--- config.mk ---
export PLATFORM = sky130hd
export DESIGN_NAME = multicycle_controller_flat
export DESIGN_NICKNAME = d
export VERILOG_FILES = /design/src/rtl/multicycle_controller_if.sv /design/src/rtl/multicycle_controller.sv /design/src/flat_wrapper.sv
export SDC_FILE = /design/constraint.sdc
export NUM_CORES = 1
export LEC_CHECK = 0
export BUFFER_PORTS_ARGS = -buffer_cell sky130_fd_sc_hd__buf_2
export CELL_PAD_IN_SITES_DETAIL_PLACEMENT = 0
export CELL_PAD_IN_SITES_GLOBAL_PLACEMENT = 1
export CORE_ASPECT_RATIO = 1.4
export CORE_MARGIN = 2
export CORE_UTILIZATION = 27
export CTS_BUF_LIST = sky130_fd_sc_hd__clkbuf_4 sky130_fd_sc_hd__clkbuf_8
export CTS_CLUSTER_SIZE = 8
export DETAILED_ROUTE_END_ITERATION = 7
export GPL_TIMING_DRIVEN = 0
export PLACE_DENSITY_LB_ADDON = 0.3
export SYNTH_ARGS = -nofsm -noshare
export SYNTH_HDL_FRONTEND = slang
export SYNTH_SLANG_ARGS = --single-unit
export TNS_END_PERCENT = 30
--- constraint.sdc ---
create_clock -name clk -period 1.9 [get_ports clk]
set_input_delay 0.19 -clock clk [delete_from_list [all_inputs] [get_ports clk]]
set_output_delay 0.19 -clock clk [all_outputs]
set_load 0.03 [all_outputs]
--- src/rtl/multicycle_controller_if.sv ---
// Controller <-> datapath bundle: fetched instruction and PSR in, control strobes out.
// master = controller side, slave = datapath side.
interface multicycle_controller_if #(
  parameter int WIDTH   = 16,
  parameter int REGBITS = 4
);
  logic [WIDTH-1:0]   instr;
  logic [7:0]         PSROut;
  logic               mem_ready;
  logic               PCEN, PSREN, nextInstruction, updateAddress, StoreReg, WriteData;
  logic               regWrite, ZeroExtend, PCinstruction, SrcB, shiftType;
  logic               jumpEN, BranchEN, jalEN;
  logic [REGBITS-1:0] ALUcond;
  logic [1:0]         chooseResult;
  logic               memWrite;

  modport master (
    input  instr, PSROut, mem_ready,
    output PCEN, PSREN, nextInstruction, updateAddress, StoreReg, WriteData,
           regWrite, ZeroExtend, PCinstruction, SrcB, shiftType,
           jumpEN, BranchEN, jalEN, ALUcond, chooseResult, memWrite
  );

  modport slave (
    output instr, PSROut, mem_ready,
    input  PCEN, PSREN, nextInstruction, updateAddress, StoreReg, WriteData,
           regWrite, ZeroExtend, PCinstruction, SrcB, shiftType,
           jumpEN, BranchEN, jalEN, ALUcond, chooseResult, memWrite
  );
endinterface

--- src/rtl/multicycle_controller.sv ---
// Multicycle sequencing FSM for the CR16-style datapath; strobes are decoded from state and instr.
// Optional CTRL_MEM_WAIT_EN: LATCH, LOAD_WB and STORE stall until mem_ready.
module multicycle_controller #(
  parameter int WIDTH   = 16,
  parameter int REGBITS = 4
) (
  input  logic                   clk,
  input  logic                   reset,
  multicycle_controller_if.master bus,
  output logic [3:0]             state_dbg
);

  typedef enum logic [3:0] {
    FETCH     = 4'd0,
    LATCH     = 4'd1,
    DECODE    = 4'd2,
    ALU       = 4'd3,
    SHIFT     = 4'd4,
    LOAD_ADDR = 4'd5,
    LOAD_WB   = 4'd6,
    STORE     = 4'd7,
    BRANCH    = 4'd8,
    JCOND     = 4'd9,
    JAL       = 4'd10
  } state_t;

  state_t     state_r, nextState_s;
  logic [3:0] op_s, ext_s, cond_s, aluCode_s;
  logic       isAluOp_s, condMet_s, memGo_s;
  logic       pcen_s, psren_s, nextInstr_s, regWrite_s, memWrite_s;
  logic [2:0] unusedPsrBits_s;

  function automatic logic condTrue(input logic [3:0] c, input logic [7:0] psr);
    logic cf, lf, ff, zf, nf;
    cf = psr[0];
    lf = psr[2];
    ff = psr[5];
    zf = psr[6];
    nf = psr[7];
    case (c)
      4'b0000: condTrue = zf;
      4'b0001: condTrue = ~zf;
      4'b1101: condTrue = nf | zf;
      4'b0010: condTrue = cf;
      4'b0011: condTrue = ~cf;
      4'b0100: condTrue = lf;
      4'b0101: condTrue = ~lf;
      4'b1010: condTrue = ~lf & ~zf;
      4'b1011: condTrue = lf | zf;
      4'b0110: condTrue = nf;
      4'b0111: condTrue = ~nf;
      4'b1000: condTrue = ff;
      4'b1001: condTrue = ~ff;
      4'b1100: condTrue = ~nf & ~zf;
      4'b1110: condTrue = 1'b1;
      default: condTrue = 1'b0;
    endcase
  endfunction

  assign op_s      = bus.instr[15:12];
  assign cond_s    = bus.instr[11:8];
  assign ext_s     = bus.instr[7:4];
  assign aluCode_s = (op_s == 4'b0000) ? ext_s : op_s;
  assign isAluOp_s = op_s inside {4'b0000, 4'b0001, 4'b0010, 4'b0011, 4'b0101,
                                  4'b1001, 4'b1011, 4'b1101, 4'b1111};
  assign condMet_s = condTrue(cond_s, bus.PSROut);
  assign unusedPsrBits_s = {bus.PSROut[4:3], bus.PSROut[1]};

`ifdef CTRL_MEM_WAIT_EN
  assign memGo_s = bus.mem_ready;
`else
  logic unusedMemReady_s;
  assign unusedMemReady_s = bus.mem_ready;
  assign memGo_s = 1'b1;
`endif

  // State register; reset returns to FETCH and abandons any instruction in flight.
  always_ff @(posedge clk) begin
    if (reset) begin
      state_r <= FETCH;
    end else begin
      state_r <= nextState_s;
    end
  end

  // Next-state and strobe decode from current state and latched instruction.
  always_comb begin
    nextState_s           = state_r;
    pcen_s                = 1'b0;
    psren_s               = 1'b0;
    nextInstr_s           = 1'b0;
    regWrite_s            = 1'b0;
    memWrite_s            = 1'b0;
    bus.updateAddress     = 1'b0;
    bus.StoreReg          = 1'b0;
    bus.WriteData         = 1'b0;
    bus.ZeroExtend        = 1'b0;
    bus.PCinstruction     = 1'b0;
    bus.SrcB              = 1'b0;
    bus.shiftType         = 1'b0;
    bus.jumpEN            = 1'b0;
    bus.BranchEN          = 1'b0;
    bus.jalEN             = 1'b0;
    bus.ALUcond           = '0;
    bus.chooseResult      = 2'b00;
    case (state_r)
      FETCH: begin
        bus.updateAddress = 1'b1;
        nextState_s       = LATCH;
      end
      LATCH: begin
        bus.updateAddress = 1'b1;
        if (memGo_s) begin
          nextInstr_s = 1'b1;
          nextState_s = DECODE;
        end else begin
          nextState_s = LATCH;
        end
      end
      DECODE: begin
        case (op_s)
          4'b1000: nextState_s = SHIFT;
          4'b1100: nextState_s = BRANCH;
          4'b0100: begin
            case (ext_s)
              4'b0000: nextState_s = LOAD_ADDR;
              4'b0100: nextState_s = STORE;
              4'b1100: nextState_s = JCOND;
              4'b1000: nextState_s = JAL;
              default: nextState_s = ALU;
            endcase
          end
          default: nextState_s = ALU;
        endcase
      end
      ALU: begin
        // Unrecognised encodings land here too; isAluOp_s keeps them from writing back.
        bus.ALUcond      = REGBITS'(aluCode_s);
        bus.SrcB         = (op_s == 4'b0000);
        bus.ZeroExtend   = op_s inside {4'b0001, 4'b0010, 4'b0011};
        bus.chooseResult = 2'b01;
        regWrite_s       = isAluOp_s && (aluCode_s != 4'b1011);
        psren_s          = aluCode_s inside {4'b0101, 4'b1001, 4'b1011};
        pcen_s           = 1'b1;
        nextState_s      = FETCH;
      end
      SHIFT: begin
        bus.chooseResult = 2'b00;
        bus.shiftType    = ext_s[0];
        regWrite_s       = 1'b1;
        pcen_s           = 1'b1;
        nextState_s      = FETCH;
      end
      LOAD_ADDR: begin
        nextState_s = LOAD_WB;
      end
      LOAD_WB: begin
        if (memGo_s) begin
          regWrite_s  = 1'b1;
          pcen_s      = 1'b1;
          nextState_s = FETCH;
        end else begin
          nextState_s = LOAD_WB;
        end
      end
      STORE: begin
        if (memGo_s) begin
          bus.StoreReg = 1'b1;
          memWrite_s   = 1'b1;
          pcen_s       = 1'b1;
          nextState_s  = FETCH;
        end else begin
          nextState_s = STORE;
        end
      end
      BRANCH: begin
        bus.PCinstruction = condMet_s;
        bus.BranchEN      = condMet_s;
        pcen_s            = 1'b1;
        nextState_s       = FETCH;
      end
      JCOND: begin
        bus.jumpEN  = condMet_s;
        bus.SrcB    = condMet_s;
        pcen_s      = 1'b1;
        nextState_s = FETCH;
      end
      JAL: begin
        bus.jalEN        = 1'b1;
        bus.jumpEN       = 1'b1;
        bus.chooseResult = 2'b11;
        regWrite_s       = 1'b1;
        pcen_s           = 1'b1;
        nextState_s      = FETCH;
      end
      default: begin
        nextState_s = FETCH;
      end
    endcase
  end

  // Enables are squashed while reset is high so an abandoned instruction commits nothing.
  assign bus.PCEN            = pcen_s & ~reset;
  assign bus.PSREN           = psren_s & ~reset;
  assign bus.nextInstruction = nextInstr_s & ~reset;
  assign bus.regWrite        = regWrite_s & ~reset;
  assign bus.memWrite        = memWrite_s & ~reset;
  assign state_dbg           = state_r;

endmodule

--- src/flat_wrapper.sv ---
// flat-port wrapper written by rule: the top's interface ports become plain ports
module multicycle_controller_flat 
#(
  parameter int WIDTH   = 16,
  parameter int REGBITS = 4
)
  (clk, reset, state_dbg, bus_instr, bus_PSROut, bus_mem_ready, bus_PCEN, bus_PSREN, bus_nextInstruction, bus_updateAddress, bus_StoreReg, bus_WriteData, bus_regWrite, bus_ZeroExtend, bus_PCinstruction, bus_SrcB, bus_shiftType, bus_jumpEN, bus_BranchEN, bus_jalEN, bus_ALUcond, bus_chooseResult, bus_memWrite);
  multicycle_controller_if #(.WIDTH(WIDTH), .REGBITS(REGBITS)) bus_i ();
  input  logic clk;
  input  logic reset;
  output logic [3:0] state_dbg;
  input wire logic [$bits(bus_i.instr)-1:0] bus_instr;
  input wire logic [$bits(bus_i.PSROut)-1:0] bus_PSROut;
  input wire logic [$bits(bus_i.mem_ready)-1:0] bus_mem_ready;
  output wire logic [$bits(bus_i.PCEN)-1:0] bus_PCEN;
  output wire logic [$bits(bus_i.PSREN)-1:0] bus_PSREN;
  output wire logic [$bits(bus_i.nextInstruction)-1:0] bus_nextInstruction;
  output wire logic [$bits(bus_i.updateAddress)-1:0] bus_updateAddress;
  output wire logic [$bits(bus_i.StoreReg)-1:0] bus_StoreReg;
  output wire logic [$bits(bus_i.WriteData)-1:0] bus_WriteData;
  output wire logic [$bits(bus_i.regWrite)-1:0] bus_regWrite;
  output wire logic [$bits(bus_i.ZeroExtend)-1:0] bus_ZeroExtend;
  output wire logic [$bits(bus_i.PCinstruction)-1:0] bus_PCinstruction;
  output wire logic [$bits(bus_i.SrcB)-1:0] bus_SrcB;
  output wire logic [$bits(bus_i.shiftType)-1:0] bus_shiftType;
  output wire logic [$bits(bus_i.jumpEN)-1:0] bus_jumpEN;
  output wire logic [$bits(bus_i.BranchEN)-1:0] bus_BranchEN;
  output wire logic [$bits(bus_i.jalEN)-1:0] bus_jalEN;
  output wire logic [$bits(bus_i.ALUcond)-1:0] bus_ALUcond;
  output wire logic [$bits(bus_i.chooseResult)-1:0] bus_chooseResult;
  output wire logic [$bits(bus_i.memWrite)-1:0] bus_memWrite;
  assign bus_i.instr = bus_instr;
  assign bus_i.PSROut = bus_PSROut;
  assign bus_i.mem_ready = bus_mem_ready;
  assign bus_PCEN = bus_i.PCEN;
  assign bus_PSREN = bus_i.PSREN;
  assign bus_nextInstruction = bus_i.nextInstruction;
  assign bus_updateAddress = bus_i.updateAddress;
  assign bus_StoreReg = bus_i.StoreReg;
  assign bus_WriteData = bus_i.WriteData;
  assign bus_regWrite = bus_i.regWrite;
  assign bus_ZeroExtend = bus_i.ZeroExtend;
  assign bus_PCinstruction = bus_i.PCinstruction;
  assign bus_SrcB = bus_i.SrcB;
  assign bus_shiftType = bus_i.shiftType;
  assign bus_jumpEN = bus_i.jumpEN;
  assign bus_BranchEN = bus_i.BranchEN;
  assign bus_jalEN = bus_i.jalEN;
  assign bus_ALUcond = bus_i.ALUcond;
  assign bus_chooseResult = bus_i.chooseResult;
  assign bus_memWrite = bus_i.memWrite;
  multicycle_controller #(.WIDTH(WIDTH), .REGBITS(REGBITS)) u_core (.clk(clk), .reset(reset), .bus(bus_i), .state_dbg(state_dbg));
endmodule
Word level (Yosys, flattened, before mapping)
Index checks and enable logic that the tools add are counted.
- bits in registers: 4
- bits of input ports: 27
- logic and storage cells: 88
- equal/unequal tests: 42
- multiplexer cells: 19
- bitwise gates (word level): 15
- reduce and logical (&&, ||, !) cells: 11
- operators with widths (kind ; count):
    4-bit equality test (second input constant) ; 20
    4-bit by 3-bit equality test with 1-bit output (second input constant) ; 12
    4-bit case mux with 4 select lines ; 2
    4-bit by 2-bit equality test with 1-bit output (second input constant) ; 6
    4-bit logical NOT ; 4
    1-bit case mux with 15 select lines ; 1
    4-bit by 1-bit equality test with 1-bit output (second input constant) ; 3
    4-bit case mux with 3 select lines ; 1
    1-bit two-way mux ; 9
    9-bit nonzero test ; 1
    4-bit two-way mux ; 2
    1-bit AND ; 7
    7-bit OR reduction ; 1
    1-bit NOT ; 6
    1-bit case mux with 2 select lines ; 3
    3-bit nonzero test ; 2
    4-bit != test (second input constant) ; 1
    2-bit case mux with 2 select lines ; 1
    3-bit OR reduction ; 1
    1-bit bitwise OR ; 2
    2-bit OR reduction ; 1
    1-bit logical AND ; 1

Longest topological paths before layout
Gate-level depths: netlist of run 1.
- depth after elaboration: 6
- gate-level depth with buffers: 7
- gate-level depth less buffers: 5

Worst setup path before layout of run 1
OpenSTA, ideal clock, no wires.
- path kind: register to output
- start: reg u_core.state_r[3] (netlist: u_core.state_dbg[3])
- end: out bus_PCinstruction
- data arrival time: 2242 ps
- path slack: -532 ps
- cell stages (with the launch flop): 4
- buffers on the path: 1
- cell sequence: dfxtp_1 > or2b_1 > nor4_1 > buf_4
- longest elaborated chain between the ends: 2
- RTL lines (item ; RTL line ; text):
    start: declaration ; multicycle_controller.sv:27 ; state_t state_r, nextState_s;
    start signal: assignment ; multicycle_controller.sv:82 ; state_r <= nextState_s;
    4-bit equality test ; -- ;
    1-bit two-way mux ; -- ;
    end: declaration ; flat_wrapper.sv:23 ; output wire logic [$bits(bus_i.PCinstruction)-1:0] bus_PCinstruction;
No other way between the ends.

Final worst setup path of run 1
- start: reg u_core.state_r[3] (netlist: u_core.state_dbg[3])
- end: out bus_PSREN
- longest elaborated chain between the ends: 3
- RTL lines (item ; RTL line ; text):
    4-bit by 2-bit equality test with 1-bit output ; multicycle_controller.sv:106 ; case (state_r)
    1-bit two-way mux ; multicycle_controller.sv:106 ;
    1-bit AND ; multicycle_controller.sv:204 ; assign bus.PSREN = psren_s & ~reset;
    end: declaration ; flat_wrapper.sv:16 ; output wire logic [$bits(bus_i.PSREN)-1:0] bus_PSREN;
No other way between the ends.

==> run summary, run 1 <==
- completed — result of the run
- buf_2 — leading cell type in the layout, fill and taps excluded
- 4 — First-pass DRT Iterations
- 0 — Max-Cap Viols
- 0 — async set-reset flop share out of synthesis
- 0 — remaining antenna violation count
- 187 — nets@finish
- 0.210 mV — Max rail drop VDD
- 0.109 — share of the yosys chip area belonging to registers
- 0 — hold-fix buffers at CTS
- 0 — final setup violation count
- 52 — # IOs
- 2620 sq um — CORE AREA
- 360 ps — Worst path max stage delay
- output port — capturing element type of the critical path
- 2420 um — aggregate routed wire length
- 39.9% — layout-stage area growth over the synthesis result
- yes — TritonCTS clock tree
- 986 — overall via count from detail_route
- 0.393 — core utilization of the finished layout
- 0 — number of enable-type register cells in the synthesized netlist
- 2 — Clock Path Buffers
- 11 — largest net degree at the start of global routing
- flop to output port — kind of critical path
- 5 — R2R cell count
- 0 — DRC violation count after routing
- 65.7 um — y dimension of the die
- 5.08 — detailed-route vias per instance
- 0.753 — routability congestion estimate from global placement
- 116 — Gate Count Post-Synth
- 1650 ps — arrival time at the worst endpoint
- 630 ps — reg2reg setup slack
- 1710 ps — required time reported for the critical path endpoint
- 40 ps — Clock Pin Slew Worst Setup and Hold Paths
- 21 — First DRT Iteration DRCs
- u_core.state_dbg[3]$_SDFF_PP0_ — Critical R2R Launch
- 0.543 GHz — upper clock frequency limit
- 3740 um — global-route wire length before repair
- 22 — standard-cell rows
- 0 — number of slew-limit violations in the final report
- 7 — largest fanout on the critical path
- 375 nW/um^2 — PD cells
- dfxtp_1 — most frequently used flop master after synthesis
- 3160 sq um — overall die area
- 0.969 — period utilisation layout
- clkbuf_4 — clock root buffer
- 59.5 ps — final setup slack of the worst path
- 0 — Antenna diodes
- reset — launch point of the worst hold path
- 4 — flip-flop count of the largest register, all copies and words added
- 0.380 — share of cells above drive strength 1
- 4 — total clock sinks
- 6.33 sq um — post-synthesis area per instance
- 12.4 um — routed length per placed instance
- 0.490 nW — P_leak
- 3 — number of buffers created by CTS
- 0.281 — initial core utilization
- 143 — net count of the mapped netlist
- 2 — Hold Crit Depth
- input port to flop — Hold Path Class
- 0 — setup repair bufs after CTS
- 230 ps — source-to-sink clock delay at the later pin of the worst-skew pair
- true — RSZ-0062 raised after global routing
- 0 — antenna violations before repair
- 0 — synthesis warning total
- 881 — vias in the first global route
- 39 — Port Buffer Count
- 1930 um — HPWL Detailed
- buf_2, nor2_1, nand2_1 — commonest non-fill, non-tap cells in the layout
- u_core.state_dbg[3]$_SDFF_PP0_ — Hold Path Sink
- 191 — Placed Instances
- 0 — total congestion overflow
- 4.25 ps — Setup Skew
- 0 ps — Setup TNS Final
- 4 — number of register bits inferred by synthesis
- 194 — non-filler cells in the finished layout
- flop — critical path startpoint category
- 1840 ps — final worst path period need
- 48.1 um — Die X
- 0 — final hold violation count
- or2_1 -> buf_6 -> or2_1 -> buf_6 -> nor4_2 -> buf_4 — cells along the critical path
- 158 ps — dpl ws
- u_core.state_dbg[3]$_SDFF_PP0_ — end of the worst register-to-register path
- 0.158 — combined global-route utilization of all metal layers
- 734 sq um — netlist area before placement
- 1 — CTS H-Tree Depth
- 39 — number of distinct library cells after synthesis
- dfxtp_4 — cell type of the slowest stage on the worst timing path
-- through the flow --
stage | instance area [sq um] | hold slack [ps] | power, mW
2_1_floorplan | 747 | 267 | 0.216
3_3_place_gp | 987 | 516 | 0.278
3_5_place_dp | 987 | 507 | 0.282
4_1_cts | 1020 | 256 | 0.389
5_1_grt | 1030 | 271 | 0.411
6_report | 1030 | 260 | 0.385
-- timing repair --
action / 4_1_cts / 5_1_grt
endpoints found under the setup margin: 2 / 4
gates resized for setup: 5 / 2
pin swaps: 1 / 2
-- Yosys cell counts (3+ instances only) --
| master | number | share of area |
|---|---|---|
| nor2_1 | 18 | 0.092 |
| nand2_1 | 11 | 0.056 |
| inv_1 | 10 | 0.051 |
| a31oi_1 | 8 | 0.068 |
| a21oi_1 | 7 | 0.048 |
| o21ai_0 | 7 | 0.048 |
| nor3_1 | 5 | 0.034 |
| dfxtp_1 | 4 | 0.11 |
| buf_4 | 3 | 0.031 |
| buf_6 | 3 | 0.046 |
| xnor2_1 | 3 | 0.036 |
-- routing by layer --
layer	part of all wire	GRT usage
met1	0.42	0.181
met2	0.53	0.298
met3	0.044	0.00549
met4	0.0058	0.0405
met5	0	0
-- worst max-delay path by stage --
| stage | endpoint | cells after the start | from |
|---|---|---|---|
| 5_1_grt | bus_PSREN | 6 | u_core.state_dbg[3]$_SDFF_PP0_ |
| 4_1_cts | bus_ZeroExtend | 6 | u_core.state_dbg[2]$_SDFF_PP0_ |
| 6_report | bus_PSREN | 6 | u_core.state_dbg[3]$_SDFF_PP0_ |
| 2_1_floorplan | bus_PSREN | 5 | u_core.state_dbg[0]$_SDFF_PP0_ |
| 3_3_place_gp | bus_PSREN | 6 | u_core.state_dbg[2]$_SDFF_PP0_ |
| 3_5_place_dp | bus_PSREN | 6 | u_core.state_dbg[2]$_SDFF_PP0_ |
-- layout make-up --
cell class                 count  area, sq um
timing repair buffer          39          200
clock buffer                   3         22.5
sequential                     4         87.6
fill                         297         1590
inverter                      10         37.5
buffer                        10         75.1
multi-input combinational     92          559
tap                           36         45.0
-- worst max-delay path, delay by kind of cell (launching register included) --
kind,cells,cell delay [ps]
buffers and inverters,3,470
DFF,1,360
and+or+nand+nor,3,600
-- report_power, final --
part | internal, mW | switching, mW | leakage (nW) | total [mW]
Clock | 0.0706 | 0.0346 | 0.0138 | 0.105
Combinational | 0.0661 | 0.126 | 0.441 | 0.192
Sequential | 0.0857 | 0.00163 | 0.0344 | 0.0873
-- logic make-up after synthesis --
family	share of synthesized area
other cells	0.00511
flops	0.109
simple gates	0.334
mux	0.0136
xor+xnor	0.0477
compound gates	0.337
buf+inv	0.153
Power figures use the tool's default switching activity.
==> run 2, diff against run 1 <==
--- a/config.mk
+++ b/config.mk
@@ -5,17 +5,19 @@
 export SDC_FILE = /design/constraint.sdc
 export NUM_CORES = 1
 export LEC_CHECK = 0
+export ABC_AREA = 1
 export BUFFER_PORTS_ARGS = -buffer_cell sky130_fd_sc_hd__buf_2
 export CELL_PAD_IN_SITES_DETAIL_PLACEMENT = 0
 export CELL_PAD_IN_SITES_GLOBAL_PLACEMENT = 1
 export CORE_ASPECT_RATIO = 1.4
 export CORE_MARGIN = 2
-export CORE_UTILIZATION = 27
+export CORE_UTILIZATION = 26
 export CTS_BUF_LIST = sky130_fd_sc_hd__clkbuf_4 sky130_fd_sc_hd__clkbuf_8
 export CTS_CLUSTER_SIZE = 8
 export DETAILED_ROUTE_END_ITERATION = 7
 export GPL_TIMING_DRIVEN = 0
 export PLACE_DENSITY_LB_ADDON = 0.3
+export SKIP_LAST_GASP = 1
 export SYNTH_ARGS = -nofsm -noshare
 export SYNTH_HDL_FRONTEND = slang
 export SYNTH_SLANG_ARGS = --single-unit
==> run summary, run 2 <==
- completed — result of the run
- nand2_1 — most common cell in the netlist
- 1 — CTS H-Tree Depth
- 10 — largest net degree at the start of global routing
- 3590 sq um — overall die area
- 5.13 sq um — post-synthesis area per instance
- input port to flop — Hold Path Class
- 0 — synthesis warning total
- false — RSZ-0062 raised after global routing
- buf_2 — leading cell type in the layout, fill and taps excluded
- 0 — antenna violations before repair
- 1060 sq um — Placed Area
- 0 — DRC violation count after routing
- 2100 um — HPWL Detailed
- 0.627 nW — P_leak
- 0 — Max-Cap Viols
- 1560 ps — arrival time at the worst endpoint
- buf_2, nand2_1, inv_1 — commonest non-fill, non-tap cells in the layout
- 1,081 — overall via count from detail_route
- 1750 ps — final worst path period need
- 0 — Antenna diodes
- yes — TritonCTS clock tree
- 8 — largest fanout on the critical path
- 185 — net count of the mapped netlist
- dfxtp_1 — most frequently used flop master after synthesis
- 0.0988 — share of the yosys chip area belonging to registers
- 0 — number of slew-limit violations in the final report
- 0.570 GHz — upper clock frequency limit
- 9.90 um — routed length per placed instance
- 0 — total congestion overflow
- clkbuf_8 — clock root buffer
- 40 — Port Buffer Count
- 1110 sq um — final std cell area, no fill
- 0 — final setup violation count
- 0 — async set-reset flop share out of synthesis
- nor2_2 -> nand3_2 -> a21oi_1 -> nand2_1 -> a21oi_2 -> buf_2 — cells along the critical path
- 70.1 um — y dimension of the die
- 6 — First-pass DRT Iterations
- 30 ps — Clock Pin Slew Worst Setup and Hold Paths
- nand2_1, dfxtp_1, inv_1 — largest cells by area after synthesis
- 0.378 — share of cells above drive strength 1
- 0.141 — combined global-route utilization of all metal layers
- 0.547 mV — Max rail drop VDD
- flop — critical path startpoint category
- 4110 um — global-route wire length before repair
- 593 sq um — combined area of the multi-input logic cells
- nand2_1 — biggest area consumer among synthesized cells
- 4 — flip-flop count of the largest register, all copies and words added
- output port — capturing element type of the critical path
- 0 — number of gates resized after cts
- 1,089 — vias in the first global route
- dfxtp_1 — cell type of the slowest stage on the worst timing path
- 2 — Clock Path Buffers
- 0 — remaining antenna violation count
- 4.50 — detailed-route vias per instance
- 29 — First DRT Iteration DRCs
- 240 — non-filler cells in the finished layout
- 4 — number of register bits inferred by synthesis
- 230 — nets@finish
- nand2_1, inv_1, nor2_1 — ranking of synthesized cells by instance count
- 237 — Placed Instances
- 0 — number of enable-type register cells in the synthesized netlist
- 0.185 — proportion of netlist area held by the largest area contributor
- 158 — Gate Count Post-Synth
- 26 — number of distinct library cells after synthesis
- 1710 ps — required time reported for the critical path endpoint
- 0 — final hold violation count
- 3.22 ps — Setup Skew
- 80.1 sq um — register cell area after layout
- 3 — number of buffers created by CTS
- 0.762 — routability congestion estimate from global placement
- 811 sq um — netlist area before placement
- 0.924 — period utilisation layout
- 220 ps — source-to-sink clock delay at the later pin of the worst-skew pair
- flop to output port — kind of critical path
- 3030 sq um — CORE AREA
- 0.267 — initial core utilization
- 0 — setup repair bufs after CTS
- 0 — hold-fix buffers at CTS
- 36.6% — layout-stage area growth over the synthesis result
- 2380 um — aggregate routed wire length
- 24 — standard-cell rows
- 339 — fill cell count
- 4 — total clock sinks
- 340 ps — Worst path max stage delay
- 51.2 um — Die X
- 52 — # IOs
- 456 nW/um^2 — PD cells
[run 2: changes by cell type after synthesis, sizes merged, moves of 3 or more]
cell,delta
nand2,+32
inv,+20
nand3,+15
nor2,+10
a31oi,-8
a21oi,+4
buf,-4
nor4,-3
o21ai,-3
o311ai,-3
xnor2,-3
[run 2: logic make-up (layout without fill, tap and decap cells)]
| kind of cell | count (synthesis) | count (layout) | synth area share |
|---|---|---|---|
| compound gates | 19 | 19 | 0.150 |
| simple gates | 99 | 99 | 0.569 |
| buf+inv | 35 | 78 | 0.177 |
| flops | 4 | 4 | 0.0988 |
| other cells | 1 | 1 | 0.00463 |
[run 2: where the power goes]
| group | leakage, nW | internal (mW) | switching, mW |
|---|---|---|---|
| Combinational | 0.573 | 0.0700 | 0.152 |
| Sequential | 0.0327 | 0.0915 | 0.0139 |
| Clock | 0.0216 | 0.135 | 0.0426 |
| Total | 0.627 | 0.296 | 0.208 |
[run 2: metrics by stage]
| step | total power, mW | worst slack, ps | hold slack [ps] | util | setup TNS [ps] |
|---|---|---|---|---|---|
| floorplan | 0.257 | -74.5 | 351 | - | -92.6 |
| global placement | 0.329 | 364 | 549 | 0.351 | 0 |
| detailed placement | 0.330 | 360 | 545 | 0.351 | 0 |
| CTS | 0.510 | 131 | 320 | 0.364 | 0 |
| global route | 0.542 | 23.2 | 351 | 0.365 | 0 |
| finish | 0.504 | 145 | 314 | 0.365 | 0 |
[run 2: final cells by class]
cell class                      count  share of cell area
Timing Repair Buffer               40               0.181
Buffer                              5              0.0282
Sequential cell                     4              0.0723
Inverter                           30               0.102
Tap cell                           39              0.0441
Multi-Input combinational cell    119               0.536
Clock buffer                        3              0.0373
[run 2: path summary, 6_finish.rpt]
| kind | slack, ps | from | cells after the start | to |
|---|---|---|---|---|
| setup / recovery | 150 | u_core.state_dbg[2]$_SDFF_PP0_ | 6 | bus_regWrite |
| hold / removal | 310 | bus_instr[14] | 3 | u_core.state_dbg[3]$_SDFF_PP0_ |
| hold reg to reg | 640 | u_core.state_dbg[3]$_SDFF_PP0_ | 3 | u_core.state_dbg[1]$_SDFF_PP0_ |
| setup reg to reg | 710 | u_core.state_dbg[2]$_SDFF_PP0_ | 7 | u_core.state_dbg[2]$_SDFF_PP0_ |
[run 2: layer usage]
layer	wire (um)	vias up	track usage
li1	-	581	-
met1	866	468	0.135
met2	1360	30	0.299
met3	130	2	0.0128
met4	16	0	0.0330
met5	0	-	0
[run 2: critical path, delay by kind of cell (launching register included)]
kind                   cells  cell delay, ps
buffers and inverters      1             210
and+or+nand+nor            3             520
DFF                        1             340
AOI/OAI and AO/OA          2             280
